## src/rtl/imm_operand_encoder_pkg.sv

```systemverilog
// Shared constants, FSM state type and helpers for the immediate operand encoder.
package imm_operand_encoder_pkg;

    // FSM states of the iterative encoder.
    typedef enum logic [1:0] {
        S_IDLE   = 2'd0,
        S_SEARCH = 2'd1,
        S_DONE   = 2'd2
    } state_t;

    // Field positions inside the 12-bit shift_operand.
    localparam int ROT_MSB   = 11;
    localparam int ROT_LSB   = 8;
    localparam int IMM8_MSB  = 7;
    localparam int MEM_OFF_W = 12;

    // Number of rotation candidates tried in rotated-immediate mode.
    localparam int ROT_STEPS = 16;

    // True when v is reproduced by sign-extending its low MEM_OFF_W bits,
    // i.e. every bit from the offset sign bit upward is identical.
    function automatic logic fits_mem_offset(input logic [31:0] v);
        return (&v[31:MEM_OFF_W-1]) | ~(|v[31:MEM_OFF_W-1]);
    endfunction

endpackage

```

## src/rtl/imm_operand_encoder_rot_candidate.sv

```systemverilog
// Combinational rotation candidate: value rotated left by 2*rot, plus a flag
// saying the result fits in an 8-bit immediate. Also usable as a reference model.
import imm_operand_encoder_pkg::*;

module rot_candidate #(
    parameter int DATA_W = 32,
    parameter int ROT_W  = 4
) (
    input  logic [DATA_W-1:0] value,
    input  logic [ROT_W-1:0]  rot,
    output logic [DATA_W-1:0] cand,
    output logic              upper_zero
);

    logic [ROT_W:0]      shamt_s;
    logic [2*DATA_W-1:0] dbl_s;

    // Rotate by shifting a doubled copy; the upper half is the rotated word.
    always_comb begin
        shamt_s    = {rot, 1'b0};
        dbl_s      = {value, value} << shamt_s;
        cand       = dbl_s[2*DATA_W-1:DATA_W];
        upper_zero = (cand[DATA_W-1:IMM8_MSB+1] == '0);
    end

endmodule

```

## src/rtl/imm_operand_encoder.sv

```systemverilog
// Iterative encoder: finds the 12-bit shift_operand field (rotated immediate
// or signed memory offset) that reproduces a 32-bit value.
import imm_operand_encoder_pkg::*;

module imm_operand_encoder #(
    parameter int DATA_W = 32,
    parameter int ROT_W  = 4
) (
    input  logic              clk,
    input  logic              rst,
    input  logic              in_valid,
    output logic              in_ready,
    input  logic [DATA_W-1:0] value,
    input  logic              is_mem_instruction,
    output logic              out_valid,
    input  logic              out_ready,
    output logic [11:0]       shift_operand,
    output logic              found
);

    localparam logic [ROT_W-1:0] ROT_LAST = ROT_W'(ROT_STEPS - 1);
    localparam logic [ROT_W-1:0] ROT_INC  = {{(ROT_W-1){1'b0}}, 1'b1};

    state_t            state_r;
    logic [DATA_W-1:0] val_r;
    logic              mode_r;
    logic [ROT_W-1:0]  rot_cnt_r;
    logic              in_ready_r;
    logic              out_valid_r;
    logic [11:0]       shift_operand_r;
    logic              found_r;

    logic [DATA_W-1:0] cand_s;
    logic              upper_zero_s;
    logic              mem_fit_s;

    rot_candidate #(
        .DATA_W (DATA_W),
        .ROT_W  (ROT_W)
    ) u_rot_candidate (
        .value      (val_r),
        .rot        (rot_cnt_r),
        .cand       (cand_s),
        .upper_zero (upper_zero_s)
    );

    // Memory mode always evaluates with rot_cnt_r == 0, so cand_s equals val_r.
    always_comb begin
        mem_fit_s = fits_mem_offset(cand_s);
    end

    // Request/search/result FSM with all outputs registered.
    always_ff @(posedge clk) begin
        if (rst) begin
            state_r         <= S_IDLE;
            val_r           <= '0;
            mode_r          <= 1'b0;
            rot_cnt_r       <= '0;
            in_ready_r      <= 1'b1;
            out_valid_r     <= 1'b0;
            shift_operand_r <= 12'd0;
            found_r         <= 1'b0;
        end else begin
            case (state_r)
                S_IDLE: begin
                    if (in_valid && in_ready_r) begin
                        val_r      <= value;
                        mode_r     <= is_mem_instruction;
                        rot_cnt_r  <= '0;
                        in_ready_r <= 1'b0;
                        state_r    <= S_SEARCH;
                    end
                end
                S_SEARCH: begin
                    if (mode_r) begin
                        shift_operand_r <= mem_fit_s ? cand_s[MEM_OFF_W-1:0] : 12'd0;
                        found_r         <= mem_fit_s;
                        out_valid_r     <= 1'b1;
                        state_r         <= S_DONE;
                    end else if (upper_zero_s) begin
                        // First hit is the smallest rotation.
                        shift_operand_r[ROT_MSB:ROT_LSB] <= rot_cnt_r;
                        shift_operand_r[IMM8_MSB:0]      <= cand_s[IMM8_MSB:0];
                        found_r                          <= 1'b1;
                        out_valid_r                      <= 1'b1;
                        state_r                          <= S_DONE;
                    end else if (rot_cnt_r == ROT_LAST) begin
                        shift_operand_r <= 12'd0;
                        found_r         <= 1'b0;
                        out_valid_r     <= 1'b1;
                        state_r         <= S_DONE;
                    end else begin
                        rot_cnt_r <= rot_cnt_r + ROT_INC;
                    end
                end
                S_DONE: begin
                    if (out_ready) begin
                        out_valid_r <= 1'b0;
                        in_ready_r  <= 1'b1;
                        state_r     <= S_IDLE;
                    end
                end
                default: begin
                    out_valid_r <= 1'b0;
                    in_ready_r  <= 1'b1;
                    state_r     <= S_IDLE;
                end
            endcase
        end
    end

    assign in_ready      = in_ready_r;
    assign out_valid     = out_valid_r;
    assign shift_operand = shift_operand_r;
    assign found         = found_r;

endmodule

```

## config.mk

```make
export PLATFORM = sky130hd
export DESIGN_NAME = imm_operand_encoder
export DESIGN_NICKNAME = d
export VERILOG_FILES = /design/src/rtl/imm_operand_encoder_pkg.sv /design/src/rtl/imm_operand_encoder_rot_candidate.sv /design/src/rtl/imm_operand_encoder.sv
export SDC_FILE = /design/constraint.sdc
export NUM_CORES = 1
export LEC_CHECK = 0
export ABC_AREA = 1
export BUFFER_PORTS_ARGS = -buffer_cell sky130_fd_sc_hd__buf_2
export CAP_MARGIN = 20
export CORE_MARGIN = 4
export CORE_UTILIZATION = 41
export DETAILED_ROUTE_END_ITERATION = 16
export HOLD_SLACK_MARGIN = 0.06
export PLACE_DENSITY_LB_ADDON = 0.2
export SETUP_SLACK_MARGIN = 0.5
export SLEW_MARGIN = 0
export SYNTH_ARGS = -nofsm -noshare
export SYNTH_HDL_FRONTEND = slang
export SYNTH_SLANG_ARGS = --single-unit
```

## constraint.sdc

```tcl
create_clock -name clk -period 2.4 [get_ports clk]
set_clock_uncertainty 0.1 [all_clocks]
set_input_delay 0.36 -clock clk [delete_from_list [all_inputs] [get_ports clk]]
set_output_delay 0.36 -clock clk [all_outputs]
set_load 0.1 [all_outputs]
```

# After elaboration in Yosys (flattened, before gate mapping)
# Index checks and enable logic that the tools add are counted.
dict set report totals {
  regBits 54
  inputBits 37
  output_inout_bits 15
  word_cells 62
}
dict set report classes {
  n_addsub 1
  n_eq_ne 9
  shifts 1
  n_mux 26
  bitwise 4
  reduce_logical 13
}
# cell count
set op_table {}
lappend op_table {{left shift 64 x 5 -> 64 bit} 1}
lappend op_table {{two-way mux 12 bit} 4}
lappend op_table {{zero test 24 bit} 1}
lappend op_table {{AND reduction 21 bit} 1}
lappend op_table {{OR reduction 21 bit} 1}
lappend op_table {{two-way mux 4 bit} 4}
lappend op_table {{two-way mux 2 bit} 5}
lappend op_table {{inequality test 2 bit, second input constant} 5}
lappend op_table {{two-way mux 1 bit} 9}
lappend op_table {{AND reduction 3 bit} 3}
lappend op_table {{case mux 4 bit (2 select lines)} 1}
lappend op_table {{case mux 1 bit (3 select lines)} 2}
lappend op_table {{case mux 2 bit (3 select lines)} 1}
lappend op_table {{AND reduction 5 bit} 1}
lappend op_table {{adder 4 x 1 -> 4 bit, second input constant} 1}
lappend op_table {{equality test 4 bit, second input constant} 1}
lappend op_table {{inequality test 4 x 3 -> 1 bit, second input constant} 1}
lappend op_table {{AND reduction 2 bit} 2}
lappend op_table {{NOT 1 bit} 3}
lappend op_table {{nonzero test 3 bit} 1}
lappend op_table {{equality test 2 x 1 -> 1 bit, second input constant} 1}
lappend op_table {{equality test 2 bit, second input constant} 1}
lappend op_table {{zero test 2 bit} 1}
lappend op_table {{nonzero test 2 bit} 1}
lappend op_table {{other kinds (2)} 2}

# Longest topological paths before layout
# Gate-level depths: netlist of run 1.
dict set report logic_depth {
  word_depth 6
  ltp_mapped 18
  depth_no_buf 16
}

# By module
# Synthesis of run 1 repeated with hierarchy kept, for this count alone.
dict set report unflattened {
  hier_cells 662
  area_unflattened_um2 3870.0
}
# mod instances cells_each area_each_um2 seq_area_each_um2
set modules_own_cells {}
lappend modules_own_cells {imm_operand_encoder 1 296 2224.6 1081.0}
lappend modules_own_cells {rot_candidate 1 366 1645.3 0.0}

# Worst setup path after synthesis of run 1
# Ideal clock, no wire load.
dict set report synth_timing {
  kind {register -> register}
  from {register in_ready_r (netlist: in_ready)}
  to {register val_r[18]}
  setup_time_ps 116
  arrival_ps 1946
  t_required_ps 2184
  path_slack_ps 239
  path_stages_with_launch 8
  path_buffers 2
  period_less_slack_ps 2161
  path_cell_list {dfxtp_1 -> nand2_1 -> nor2_1 -> inv_1 -> clkbuf_1 -> buf_1 -> nor2_1 -> nor2_1}
}
dict set report synth_via {
  elab_chain_len 2
}
# element line_no
set synth_rtl {}
lappend synth_rtl {{start, declared} imm_operand_encoder.sv:28} ;# logic in_ready_r;
lappend synth_rtl {{start signal, assigned} imm_operand_encoder.sv:59} ;# in_ready_r <= 1'b1;
lappend synth_rtl {{start signal, assigned} imm_operand_encoder.sv:70} ;# in_ready_r <= 1'b0;
lappend synth_rtl {{start signal, assigned} imm_operand_encoder.sv:99} ;# in_ready_r <= 1'b1;
lappend synth_rtl {{logical AND 1 bit} imm_operand_encoder.sv:66} ;# if (in_valid && in_ready_r) begin
lappend synth_rtl {{AND reduction 2 bit (no line)} --}
lappend synth_rtl {{end signal, assigned} imm_operand_encoder.sv:67} ;# val_r <= value;
lappend synth_rtl {{end, declared} imm_operand_encoder.sv:25} ;# logic [DATA_W-1:0] val_r;
# Every way passes these cells.
# A chain may end at the register's enable or synchronous reset.

# Final worst setup path of run 1
dict set report layout_timing {
  from {register rot_cnt_r[1]}
  to {register rot_cnt_r[0]}
}
dict set report layout_via {
  elab_chain_len 4
  word_cells_on_any_way 6
  cone_classes {eq/ne (3); shift (1); reduce/logical (2)}
}
# element line_no
set layout_rtl {}
lappend layout_rtl {{start, declared} imm_operand_encoder.sv:27} ;# logic [ROT_W-1:0] rot_cnt_r;
lappend layout_rtl {{start signal, assigned} imm_operand_encoder.sv:93} ;# rot_cnt_r <= rot_cnt_r + ROT_INC;
lappend layout_rtl {{left shift 64 x 5 -> 64 bit} imm_operand_encoder_rot_candidate.sv:21} ;# dbl_s = {value, value} << shamt_s;
lappend layout_rtl {{zero test 24 bit} imm_operand_encoder_rot_candidate.sv:23} ;# upper_zero = (cand[DATA_W-1:IMM8_MSB+1] == '0);
lappend layout_rtl {{inequality test 2 bit (no line)} --}
lappend layout_rtl {{AND reduction 5 bit (no line) *} --}
# Mark *: on every way between the ends. The rest lies on a longest branch, timed or not.

==> flow_metrics.py, run 1 <==
metrics = {
    "run_status": {
        "status": "finished, violations left",
        "violations": "setup timing",
    },
    "run": {
        "maxCapViolations": 0,
    },
    "grt": {
        "grt_pass1_vias": 4570,
        "grt_max_degree": 39,
        "grt_pass1_wl_mm": 22.7,
        "grt_util_all_layers_pct": 23.8,
        "antenna_found_initial": 0,
        "overflow": 0,
    },
    "yosys": {
        "synth_top_cell_by_area": "dfxtp_1",
        "synth_warnings": 0,
        "yosys.area_share.simple_pct": 57.4,
        "yosysUniqueCellTypes": 29,
        "syn_area_sq_um": 4270,
        "synth_most_common_cell": "nand3_1",
        "synthTopCellsByArea": "dfxtp_1 25%, nand3_1 17%, nand2_1 12%",
        "synthTopCellsByCount": "148 x nand3_1, 132 x nand2_1, 115 x nor2_1",
        "synthesis.nets": 710,
        "synth.ff_latch_count": 54,
        "async_reset_ff_share_pct": 0,
        "synth.avg_cell_area_sq_um": 6.36,
        "synth_top_area_share_pct": 25.3,
        "syn_inst": 672,
        "yosysSeqAreaShare_pct": 25.3,
        "synth_top_family_by_area": "simple AND/OR/NAND/NOR gates",
        "synth_xor_area_share_pct": 0.205,
        "synth_compound_area_share_pct": 8.93,
        "synth_edf_count": 0,
        "muxShareOfSynthArea_pct": 0,
        "synth-main-ff-cell": "dfxtp_1",
        "synth_fa_ha_area_share_pct": 0.293,
    },
    "sta": {
        "min_period_over_period_pct": 102,
        "slew_headroom_pct": 62.8,
        "fmaxAchievable_mhz": 408,
        "final_hold_viol_count": 0,
        "slew_viol_final": 0,
        "period_minus_slack_ps": 2450,
        "setup_viol": 11,
        "worst_pin_slew_ps": 557,
        "rsz0062_at_grt": "yes",
        "layout_setup_ws_ps": -50.4,
        "tns_ps": -316,
    },
    "power": {
        "power_density_nw_per_um2": 574,
        "vdd_drop_max_mv": 0.369,
        "power_uw": 3500,
        "p_leak_uw": 0.00263,
    },
    "cts": {
        "cts.sink_count": 54,
        "cts_buffers": 5,
        "cts_tree": "yes",
        "clkTransAtPathRegs_ps": 100,
        "htreeDepth": 2,
        "cts_buffer_depth": 2,
        "postCtsHoldBufs": 0,
        "clk_latency_ps": 320,
        "ctsRootBufferMaster": "clkbuf_8",
    },
    "route": {
        "drtIter0Drc": 441,
        "drt_first_pass_iters": 5,
        "drc": 0,
        "ant_nets": 0,
        "postRouteWirelength_mm": 15.1,
        "vias_per_cell": 5.58,
        "wl_per_cell_um": 16.9,
        "dr_total_vias": 4969,
    },
    "placed_design": {
        "gp_congestion": 0.955,
        "io_buffers": 51,
        "dpl.hpwl_mm": 10.4,
    },
    "setup_path": {
        "crit_path_end_kind": "register",
        "required_ps": 2550,
        "start_kind": "register",
        "crit_fanout": 6,
        "path_class": "reg -> reg",
        "arrival_ps": 2600,
    },
    "floorplanning": {
        "rows": 36,
        "pin_count": 52,
        "die_h_um": 110,
        "core_sq_um": 9950,
        "die_w_um": 110,
        "start_util_pct": 42.9,
        "die_area_sq_um": 12100,
    },
    "layout": {
        "drive_above_1_share_pct": 45.8,
        "fillers": 935,
        "syn2layout_area_growth_pct": 42.9,
        "insertedDiodeCount": 0,
        "nets": 795,
    },
    "hold_path": {
        "hp-class": "in -> reg",
    },
}
[repair_timing]
item,4_1_cts,5_1_grt
gates resized for setup,46,122
buffers inserted,2,16
endpoints found under the setup margin,20,20
gates cloned,2,5
pin swaps,8,18
[final timing paths]
check | start | to | slack [ps] | cells past startpoint
setup / recovery | rot_cnt_r[1] | rot_cnt_r[0] | -50 | 16
hold / removal | value[26] | val_r[26] | 150 | 3
setup reg to reg | rot_cnt_r[1] | rot_cnt_r[0] | -50 | 16
hold reg to reg | shift_operand[0] | shift_operand[0] | 370 | 2
[registers in the layout, summed over array words and instances (netlist names)]
register	flops
val_r	32
shift_operand	12
rot_cnt_r	4
state_r	2
found	1
in_ready	1
mode_r	1
out_valid	1
[critical path, stage by stage, from the launching register on]
cell       delay, ps
dfxtp_4          390
clkbuf_16        200
buf_12           140
nand3_2          130
nand3_2          120
nand3_2           90
nand2_2          120
nand2_1          110
nor2_2           120
nand2_2           70
nor2_4           110
nand2_4           90
buf_12           140
nand3_4           80
buf_6            100
nand3_1           70
a21oi_2          170
[final cells by class]
| type | instances | area [sq um] | share of cell area (%) |
|---|---|---|---|
| Sequential cell | 54 | 1090 | 17.9 |
| Clock buffer | 6 | 72.6 | 1.19 |
| Clock inverter | 2 | 37.5 | 0.615 |
| Timing Repair Buffer | 118 | 1000 | 16.4 |
| Tap cell | 133 | 166 | 2.73 |
| Timing Repair inverter | 2 | 32.5 | 0.533 |
| Multi-Input combinational cell | 559 | 3610 | 59.1 |
| Inverter | 17 | 97.6 | 1.60 |
[report_power, final]
part | total [uW] | internal [uW] | leakage (uW) | switching, uW
sequential | 1090 | 981 | 0.000445 | 105
clock | 620 | 311 | 0.0000514 | 309
combinational | 1800 | 680 | 0.00213 | 1120
total | 3500 | 1970 | 0.00263 | 1530
[cells by family (layout without fill, tap and decap cells)]
logic type      after synthesis  in the layout
compound gates               71             71
buf+inv                      60            145
xor+xnor                      1              1
fa+ha+maj                     1              1
simple gates                485            486
flops                        54             54
[layout by cell type (no fill, tap or decap), drive strengths merged]
cell      count
nor2        118
o21ai        44
dfxtp        54
ha            1
xor2          1
clkinv        3
buf         115
clkinvlp      1
nand2       169
clkbuf        9
nand3       189
a31oi         8
inv          16
bufinv        1
nor3          3
nand4         7
o21a          2
a21oi        17
[per-layer routing]
metal  vias up  track usage (%)  routed length (um)
met5         -                0                   0
met4         0             9.17                 388
met3        23             2.85                 874
met2       179             37.0                7050
met1      2331             33.6                6760
li1       2436                -                   -
[metrics by stage]
step | setup WS, ps | instance area [sq um] | hold slack, ps | utilization (%) | cells
global route | -176 | 6100 | 151 | 61.3 | 891
CTS | 5.59 | 5280 | 147 | 53.0 | 870
finish | -50.4 | 6100 | 150 | 61.3 | 891
detailed placement | -204 | 4940 | 353 | 49.6 | 858
global placement | -177 | 4940 | 345 | 49.6 | 858
floorplan | 292 | 4330 | 395 | - | 672
(Power assumes the default switching activity.)
==> inputs of run 2 (changes only) <==
--- a/config.mk
+++ b/config.mk
@@ -10,9 +10,10 @@
 export CAP_MARGIN = 20
 export CORE_MARGIN = 4
 export CORE_UTILIZATION = 41
+export CTS_CLUSTER_SIZE = 40
 export DETAILED_ROUTE_END_ITERATION = 16
 export HOLD_SLACK_MARGIN = 0.06
-export PLACE_DENSITY_LB_ADDON = 0.2
+export PLACE_DENSITY = 0.59
 export SETUP_SLACK_MARGIN = 0.5
 export SLEW_MARGIN = 0
 export SYNTH_ARGS = -nofsm -noshare
==> run 2 against run 1 <==
Against the previous run:
- the flow still finishes with violations (setup timing)
- sequential power about the same
- total power up 2.2%
- flip-flop and latch count unchanged
- utilization up 2.0 points
- critical path depth down 2
- global-route usage up 1.9 points
- clock power down 13%
- register-to-register slack worse by 40 ps
- largest cell class unchanged
==> flow_metrics.py, run 2 (synthesized netlist as in run 1, its figures left out) <==
metrics = {
    "layout": {
        "stdcell_area_sq_um": 6300,
        "insertedDiodeCount": 0,
        "drive_above_1_share_pct": 47.4,
        "nets": 818,
        "syn2layout_area_growth_pct": 47.5,
        "final_common_cell": "nor2_1",
        "largest_reg_flops": 32,
        "largest-register": "val_r",
        "layout_common_cells": "112 x nor2_1, 99 x nand3_2, 92 x nand2_1, 70 x buf_4, 66 x nand3_1",
    },
    "placed_design": {
        "gp_congestion": 0.995,
        "dpl.hpwl_mm": 10.8,
        "dpl_cell_area_sq_um": 5140,
        "dp_slack_ps": -154,
        "io_buffers": 51,
    },
    "sta": {
        "setup_viol": 18,
        "rsz0062_at_grt": "yes",
        "tns_ps": -1240,
        "whs_ps": 147,
        "period_minus_slack_ps": 2490,
        "layout_setup_ws_ps": -94.4,
        "fmaxAchievable_mhz": 401,
        "min_period_over_period_pct": 104,
        "worst_pin_slew_ps": 1120,
        "slew_viol_final": 0,
        "slew_headroom_pct": 24.8,
        "final_hold_viol_count": 0,
    },
    "grt": {
        "grt_use_met2_pct": 42.3,
        "grt_pass1_wl_mm": 24.5,
        "use_met3_pct": 3.90,
        "grt_pass1_vias": 4855,
        "antenna_found_initial": 0,
        "met1_usage_pct": 34.2,
        "overflow": 0,
        "grt_max_degree": 40,
        "grt_util_all_layers_pct": 25.8,
        "grt_busiest_layer": "met2",
    },
    "setup_path": {
        "required_ps": 2540,
        "start_kind": "register",
        "crit_path_end_kind": "register",
        "path_class": "reg -> reg",
        "arrival_ps": 2640,
        "crit_fanout": 13,
    },
    "run_status": {
        "violations": "setup timing",
        "status": "finished, violations left",
    },
    "floorplanning": {
        "core_sq_um": 9950,
        "start_util_pct": 42.9,
        "die_area_sq_um": 12100,
        "pin_count": 52,
        "rows": 36,
        "die_w_um": 110,
        "die_h_um": 110,
    },
    "power": {
        "p_leak_uw": 0.00277,
        "vdd_drop_max_mv": 0.359,
        "power_density_nw_per_um2": 568,
    },
    "route": {
        "ant_nets": 0,
        "vias_per_cell": 5.55,
        "drt_first_pass_iters": 5,
        "wl_per_cell_um": 16.6,
        "dr_total_vias": 5075,
        "drtIter0Drc": 428,
        "drc": 0,
        "postRouteWirelength_mm": 15.2,
    },
    "cts": {
        "cts_buffers": 5,
        "clk_latency_ps": 320,
        "postCtsHoldBufs": 0,
        "cts_buffer_depth": 2,
        "ctsRootBufferMaster": "clkbuf_8",
        "htreeDepth": 2,
        "clkTransAtPathRegs_ps": 120,
        "cts.sink_count": 54,
        "cts_tree": "yes",
    },
    "hold_path": {
        "hp-class": "in -> reg",
    },
    "run": {
        "maxCapViolations": 0,
    },
}
-- run 2: metrics by stage --
stage	std cells	util, %	total power [uW]
after global placement	885	51.7	2670
after floorplan	672	-	2080
final	914	63.3	3580
after global routing	914	63.3	3810
after detailed placement	885	51.7	2680
after CTS	911	61.2	3490
-- run 2: critical path: stages (launching register included) --
cell and delay, ps:
dfxtp_4 410, clkbuf_16 190, nand2_1 130, nand3_2 130
nand3_2 120, nand3_1 130, nand2_2 130, nand4_1 170
nor2_4 160, nand2_4 80, buf_12 130, a21oi_4 180
buf_12 160, nand3_1 80, a21oi_1 120
-- run 2: path summary, 6_finish.rpt --
| path | to | slack (ps) | cells after the start | startpoint |
|---|---|---|---|---|
| setup / recovery | shift_operand[1] | -90 | 14 | rot_cnt_r[0] |
| hold reg to reg | shift_operand[7] | 360 | 2 | shift_operand[7] |
| hold / removal | val_r[6] | 150 | 3 | value[6] |
| setup reg to reg | shift_operand[1] | -90 | 14 | rot_cnt_r[0] |
-- run 2: cell type report --
type	instances	area [sq um]
sequential	54	1090
clock inverter	3	23.8
timing repair inverter	1	11.3
multi-input combinational	560	3710
inverter	17	83.8
timing repair buffer	141	1150
tap	133	166
clock buffer	5	68.8
fill	859	3650
-- run 2: repair_timing --
action	CTS	global route
endpoints found under the hold margin	0	0
pin swaps	8	4
gates cloned	4	2
gates resized for setup	144	38
endpoints found under the setup margin	20	20
buffers inserted	14	1
-- run 2: metal layers --
metal  part of all wire [%]  vias to the layer above
li1                       -                     2485
met1                     44                     2399
met2                     48                      149
met3                    4.9                       42
met4                    3.2                        0
met5                      0                        -
-- run 2: where the power goes --
part,leakage (uW),internal (uW),switching [uW]
clock network,0.0000408,210,330
registers,0.000444,982,123
logic,0.00229,797,1140
total,0.00277,1990,1590
